`config.mk`:
```
export PLATFORM = sky130hd
export DESIGN_NAME = clk_div_gen
export DESIGN_NICKNAME = d
export VERILOG_FILES = /design/src/rtl/clk_div_pkg.sv /design/src/rtl/clk_div_chan.sv /design/src/rtl/clk_div_gen.sv
export SDC_FILE = /design/constraint.sdc
export NUM_CORES = 1
export LEC_CHECK = 0
export ABC_AREA = 0
export BUFFER_PORTS_ARGS = -buffer_cell sky130_fd_sc_hd__buf_4
export CORE_MARGIN = 2
export CORE_UTILIZATION = 50
export CTS_BUF_LIST = sky130_fd_sc_hd__clkbuf_8
export CTS_CLUSTER_SIZE = 14
export DETAILED_ROUTE_END_ITERATION = 16
export PLACE_DENSITY_LB_ADDON = 0.1
export RECOVER_POWER = 25
export SETUP_SLACK_MARGIN = 0.3
export SLEW_MARGIN = 0
export SYNTH_ARGS = -nofsm -noshare
export SYNTH_HDL_FRONTEND = slang
export SYNTH_SLANG_ARGS = --single-unit
export TNS_END_PERCENT = 10
```
`constraint.sdc`:
```
create_clock -name clk -period 8.6 [get_ports clk]
set_input_delay 0.86 -clock clk [delete_from_list [all_inputs] [get_ports clk]]
set_output_delay 0.86 -clock clk [all_outputs]
set_load 0.02 [all_outputs]
```
`src/rtl/clk_div_pkg.sv`:
```
// Shared constants and types for the multi-channel clock-enable generator.
package clk_div_pkg;

  localparam int unsigned DEF_DIV_RESET = 4194304;

  function automatic int unsigned chw_of(input int unsigned n);
    return (n > 1) ? $clog2(n) : 1;
  endfunction

  typedef enum logic [1:0] {
    MODE_HOLD,
    MODE_SYNC,
    MODE_WRAP,
    MODE_COUNT
  } chan_mode_e;

endpackage

```
`src/rtl/clk_div_chan.sv`:
```
// One divider channel: period counter, active/pending divisor, registered tick and square wave.
// mode       | meaning
// MODE_HOLD  | channel disabled: counter parked at 0, outputs low, pending applied
// MODE_SYNC  | global align: counter to 0, pending applied, tick suppressed
// MODE_WRAP  | last count of the period: tick next cycle, pending applied
// MODE_COUNT | mid-period: counter advances
module clk_div_chan
  import clk_div_pkg::*;
#(
  parameter int unsigned DW      = 24,
  parameter int unsigned DEF_DIV = DEF_DIV_RESET
) (
  input  logic          clk,
  input  logic          rst,
  input  logic          en,
  input  logic          sync,
  input  logic          wr,
  input  logic [DW-1:0] wr_div,
  output logic          busy,
  output logic          tick,
  output logic          sq
);

  logic [DW-1:0] cnt_q, cnt_nxt;
  logic [DW-1:0] d_act_q, d_act_nxt;
  logic [DW-1:0] d_pend_q, d_pend_nxt;
  logic          pend_v_q, pend_v_nxt;
  logic          tick_q, tick_nxt;
  logic          sq_q, sq_nxt;

  chan_mode_e    mode;
  logic [DW-1:0] d_act_eff;
  logic [DW-1:0] d_nxt_eff;
  logic [DW:0]   half_nxt;
  logic          wrap;
  logic          apply;

  always_ff @(posedge clk) begin
    if (rst) begin
      cnt_q    <= '0;
      d_act_q  <= DW'(DEF_DIV);
      d_pend_q <= '0;
      pend_v_q <= 1'b0;
      tick_q   <= 1'b0;
      sq_q     <= 1'b0;
    end else begin
      cnt_q    <= cnt_nxt;
      d_act_q  <= d_act_nxt;
      d_pend_q <= d_pend_nxt;
      pend_v_q <= pend_v_nxt;
      tick_q   <= tick_nxt;
      sq_q     <= sq_nxt;
    end
  end

  always_comb begin
    mode       = MODE_COUNT;
    d_act_eff  = (d_act_q == '0) ? DW'(1) : d_act_q;
    wrap       = (cnt_q == d_act_eff - DW'(1));

    if (!en)       mode = MODE_HOLD;
    else if (sync) mode = MODE_SYNC;
    else if (wrap) mode = MODE_WRAP;

    // Divisor only changes at a period boundary, so no short period is ever produced.
    apply      = pend_v_q && (mode != MODE_COUNT);
    d_act_nxt  = apply ? d_pend_q : d_act_q;
    d_nxt_eff  = (d_act_nxt == '0) ? DW'(1) : d_act_nxt;
    half_nxt   = ({1'b0, d_nxt_eff} + (DW+1)'(1)) >> 1;

    cnt_nxt    = (mode == MODE_COUNT) ? cnt_q + DW'(1) : '0;
    tick_nxt   = (mode == MODE_WRAP);
    sq_nxt     = (mode != MODE_HOLD) && ({1'b0, cnt_nxt} < half_nxt);

    // A write in an applying cycle lands in pending after the old value has moved to active.
    d_pend_nxt = wr ? wr_div : d_pend_q;
    pend_v_nxt = wr ? 1'b1 : (apply ? 1'b0 : pend_v_q);
  end

  assign busy = pend_v_q;
  assign tick = tick_q;
  assign sq   = sq_q;

endmodule

```
`src/rtl/clk_div_gen.sv`:
```
// Multi-channel clock-enable generator with glitch-free runtime divisors.
// Optional CLK_DIV_SYNC_EN adds sync_i to phase-align all enabled channels.
module clk_div_gen
  import clk_div_pkg::*;
#(
  parameter  int unsigned NCH     = 4,
  parameter  int unsigned DW      = 24,
  parameter  int unsigned DEF_DIV = DEF_DIV_RESET,
  localparam int unsigned CHW     = chw_of(NCH)
) (
  input  logic           clk,
  input  logic           rst,
`ifdef CLK_DIV_SYNC_EN
  input  logic           sync_i,
`endif
  input  logic [NCH-1:0] en_i,
  input  logic           cfg_wr_i,
  input  logic [CHW-1:0] cfg_ch_i,
  input  logic [DW-1:0]  cfg_div_i,
  output logic [NCH-1:0] cfg_busy_o,
  output logic [NCH-1:0] tick_o,
  output logic [NCH-1:0] sq_o
);

  logic sync_all;

`ifdef CLK_DIV_SYNC_EN
  assign sync_all = sync_i;
`else
  assign sync_all = 1'b0;
`endif

  // Channel numbers at or above NCH match no instance, so such writes are dropped.
  for (genvar c = 0; c < NCH; c++) begin : g_chan
    logic wr_c;
    assign wr_c = cfg_wr_i && (cfg_ch_i == CHW'(c));

    clk_div_chan #(
      .DW      (DW),
      .DEF_DIV (DEF_DIV)
    ) u_chan (
      .clk    (clk),
      .rst    (rst),
      .en     (en_i[c]),
      .sync   (sync_all),
      .wr     (wr_c),
      .wr_div (cfg_div_i),
      .busy   (cfg_busy_o[c]),
      .tick   (tick_o[c]),
      .sq     (sq_o[c])
    );
  end

endmodule
```
==> summary.json <==
{
  "first_iter_violations": 1505,
  "synth-xor-area-share_pct": 13.65,
  "clk_pin_slew_worst_paths_ns": 0.06,
  "total_of_buffers_placed_on_input_and_output_ports": 44,
  "critPathKind": "flip-flop to flip-flop",
  "start_util_pct": 50.90,
  "worst-path-max-fanout": 17,
  "wl_met3_um": 3489,
  "timing.critical_path.to_type": "flip-flop",
  "max_cap_viol_count": 4,
  "synth_cells": 3020,
  "num_vias": 20802,
  "syn-mean-instance-area_um2": 7.308,
  "place.gp.congestion": 0.9539,
  "worst_setup_path_start_kind": "flip-flop",
  "core_region_area_um2": 43360,
  "die_w_um": 214.1,
  "cp.arrival_ns": 8.50,
  "r2r_setup_slack_ns": 0.72,
  "top_layer_used": "met4",
  "timing_worst_slew_pin_value_ns": 3.358,
  "floorplan.die_area_um2": 45840,
  "worst_clock_skew_ns": 0.02695,
  "async_flop_share_pct": 0,
  "commonest_cells_after_routing_fill_and_taps_aside": "sky130_fd_sc_hd__nand2_1 (476), sky130_fd_sc_hd__nor2_1 (313), sky130_fd_sc_hd__dfxtp_1 (298), sky130_fd_sc_hd__a21oi_1 (250), sky130_fd_sc_hd__xor2_1 (175)",
  "multi_input_area_um2": 14970,
  "num_io_pins": 45,
  "netlist.area_leader.share_pct": 27.21,
  "min_period_over_period_pct": 91.61,
  "synth_edf_count": 0,
  "hold_buffers": 0,
  "final.setup.tns_ns": 0,
  "ant_nets": 0,
  "synth-seq-cells": 300,
  "antenna_cells": 0,
  "layout_area_overhead_pct": 6.531,
  "fmaxAchievable_mhz": 126.9,
  "via_per_inst": 5.870,
  "firstDrtPassIters": 5,
  "class_of_the_worst_hold_path": "flip-flop to flip-flop",
  "synth-adder-area-share_pct": 5.941,
  "failed_checks": "capacitance limit, slew limit",
  "synthFlopType": "sky130_fd_sc_hd__dfxtp_1",
  "gr-usage-all-layers_pct": 27.66,
  "synthTopCellsByArea": "sky130_fd_sc_hd__dfxtp_1 (27%), sky130_fd_sc_hd__nand2_1 (8.1%), sky130_fd_sc_hd__xor2_1 (6.9%)",
  "final_period_minus_worst_setup_slack_ns": 7.879,
  "net_count_synth": 3157,
  "pwr_density_cell_nw_per_um2": 133.5,
  "syn_area_um2": 22070,
  "grt_start_max_net_pins": 107,
  "cts_tree": "built",
  "finalWirelength_um": 64960,
  "synth_top_family_by_area": "simple AND/OR/NAND/NOR gates",
  "timing_max_transition_violations_final": 304,
  "filler_cell_count": 4334,
  "fin_nets": 3051,
  "grt_first_pass_wirelength_um": 104600,
  "post_dp_cell_area_um2": 22360,
  "antenna_found_initial": 0,
  "netlist.top_cell.by_area": "sky130_fd_sc_hd__dfxtp_1",
  "synth_mux_area_share_pct": 2.483,
  "std_cell_rows": 76,
  "clock_root_buffer_master": "sky130_fd_sc_hd__clkbuf_8",
  "routedWlPerCell_um": 18.33,
  "synthesis.yosys.warnings": 0,
  "worst_slew_margin_rel_pct": -123.8,
  "wl_met1_um": 29970,
  "postCtsSetupRepairBufs": 0,
  "hold_viol_final": 0,
  "first_global_vias": 19391,
  "clock_tree.buffer_depth": 3,
  "clk_latency_ns": 0.67,
  "synth_cell_type_count": 92,
  "critical_path.max_stage_delay_ns": 0.54,
  "critical-path-slowest-cell": "sky130_fd_sc_hd__nor4_2",
  "clock_sink_count": 300,
  "clock_tree.htree_level_count": 2,
  "layout.area.seq_um2": 6008,
  "leakagePower_nw": 9.324,
  "design_area_um2": 23510,
  "global_route.overflow_total": 0,
  "wl_met2_um": 29810,
  "ir_worst_vdd_uv": 107.6,
  "number_of_clock_buffers_inserted_by_tritoncts": 55,
  "dp.final_hpwl_um": 48160,
  "grt_setup_unrepaired": "true",
  "final_layout_size_suffix_gt1_share_pct": 6.827,
  "setup_viol": 0,
  "layout.cells.most_common": "sky130_fd_sc_hd__nand2_1",
  "drc": 0,
  "synth.yosys.seq_area_share_pct": 27.21,
  "yosys.area_share.simple_pct": 31.69,
  "synth_compound_area_share_pct": 13.64,
  "floorplan_die_height_um": 214.1,
  "cp_data_required_time_ns": 9.22,
  "run_status": "complete, but fails checks"
}
critical path, delay by kind of cell, from the launching register on:
family,cells,cell delay [ns]
and+or+nand+nor,16,3.48
AOI/OAI and AO/OA,11,2.43
adders and majority gates,3,0.78
DFF,1,0.41
buffers and inverters,1,0.27
muxes,1,0.26
xor gates and xnor gates,1,0.18
sequential cells by signal (all words and copies together) (netlist names):
name and flops:
g_chan.u_chan.cnt_q 96, g_chan.u_chan.d_act_q 96, g_chan.u_chan.d_pend_q 96, g_chan.u_chan.busy 4, g_chan.u_chan.sq 4, g_chan.u_chan.tick 4
path summary, 6_finish.rpt:
kind                            cells after the start                                  startpoint                                    endpoint
worst min-delay path                                2  g_chan[2].u_chan.d_pend_q[15]$_SDFFE_PP0P_  g_chan[2].u_chan.d_pend_q[15]$_SDFFE_PP0P_
worst min register to register                      2  g_chan[2].u_chan.d_pend_q[15]$_SDFFE_PP0P_  g_chan[2].u_chan.d_pend_q[15]$_SDFFE_PP0P_
worst max-delay path                               33      g_chan[0].u_chan.d_act_q[4]$_SDFF_PP0_              g_chan[0].u_chan.sq$_SDFF_PP0_
worst max register to register                     33      g_chan[0].u_chan.d_act_q[4]$_SDFF_PP0_              g_chan[0].u_chan.sq$_SDFF_PP0_
synthesized netlist by cell type, types with 7 or more instances:
master	count
sky130_fd_sc_hd__buf_1	10
sky130_fd_sc_hd__or3_1	17
sky130_fd_sc_hd__a211oi_1	7
sky130_fd_sc_hd__a31oi_1	12
sky130_fd_sc_hd__ha_1	104
sky130_fd_sc_hd__and2_1	18
sky130_fd_sc_hd__o31a_1	7
sky130_fd_sc_hd__a21o_1	22
sky130_fd_sc_hd__and4_1	14
sky130_fd_sc_hd__buf_4	17
sky130_fd_sc_hd__o21ai_0	61
sky130_fd_sc_hd__or4_1	12
sky130_fd_sc_hd__nand3b_1	9
sky130_fd_sc_hd__xnor2_1	161
sky130_fd_sc_hd__a21oi_1	250
sky130_fd_sc_hd__or2_2	7
sky130_fd_sc_hd__o211ai_1	12
sky130_fd_sc_hd__nor3_1	144
sky130_fd_sc_hd__dfxtp_1	300
sky130_fd_sc_hd__buf_2	49
sky130_fd_sc_hd__clkbuf_1	156
sky130_fd_sc_hd__nor2_1	317
sky130_fd_sc_hd__nand2b_1	19
sky130_fd_sc_hd__o31ai_1	13
sky130_fd_sc_hd__inv_1	44
sky130_fd_sc_hd__nand2_1	477
sky130_fd_sc_hd__and3_1	83
sky130_fd_sc_hd__nor2b_1	23
sky130_fd_sc_hd__nand4_1	70
sky130_fd_sc_hd__mux2i_1	48
sky130_fd_sc_hd__o21ai_1	25
sky130_fd_sc_hd__nor3_2	7
sky130_fd_sc_hd__nand3_1	137
sky130_fd_sc_hd__nor4_1	52
sky130_fd_sc_hd__xor2_1	175
kinds of logic (layout without fill, tap and decap cells):
family          Yosys count  in the layout
fa+ha+maj               105            105
mux                      54             54
compound gates          493            493
xor+xnor                339            339
flops                   300            300
simple gates           1450           1450
buf+inv                 279            218
per-layer routing:
| metal | vias up | global-route usage, % |
|---|---|---|
| li1 | 10298 | - |
| met1 | 9838 | 37.76 |
| met2 | 547 | 45.47 |
| met3 | 119 | 3.915 |
| met4 | 0 | 7.917 |
| met5 | - | 0 |
what timing repair did:
action,in CTS,in global routing
setup endpoints to repair,1,2
hold endpoints to repair,0,0
gates resized for setup,1,11
per-stage QoR:
step | hold WS [ns] | setup WS [ns] | std cells | power, mW | utilization [%]
floorplan | 0.4496 | 1.538 | 3020 | 1.639 | -
global placement | 0.4701 | 0.6272 | 3442 | 1.725 | 51.58
detailed placement | 0.4778 | 0.2526 | 3442 | 1.728 | 51.58
CTS | 0.4421 | 0.4292 | 3544 | 3.176 | 54.26
global route | 0.4605 | 0.2299 | 3544 | 3.266 | 54.22
finish | 0.4840 | 0.7212 | 3544 | 3.139 | 54.22
power breakdown:
part | internal [mW] | leakage (nW) | switching, mW | total (mW)
sequential | 1.41 | 2.43 | 0.0387 | 1.45
clock | 0.778 | 0.654 | 0.661 | 1.44
combinational | 0.0858 | 6.24 | 0.165 | 0.251
total | 2.27 | 9.32 | 0.865 | 3.14
final cells by class:
| class | count | area share [%] |
|---|---|---|
| Multi-Input combinational cell | 2441 | 63.67 |
| Sequential cell | 300 | 25.55 |
| Clock buffer | 72 | 4.215 |
| Tap cell | 585 | 3.113 |
| Timing Repair Buffer | 72 | 2.049 |
| Clock inverter | 30 | 0.7024 |
| Inverter | 44 | 0.7024 |
(Power assumes the default switching activity.)
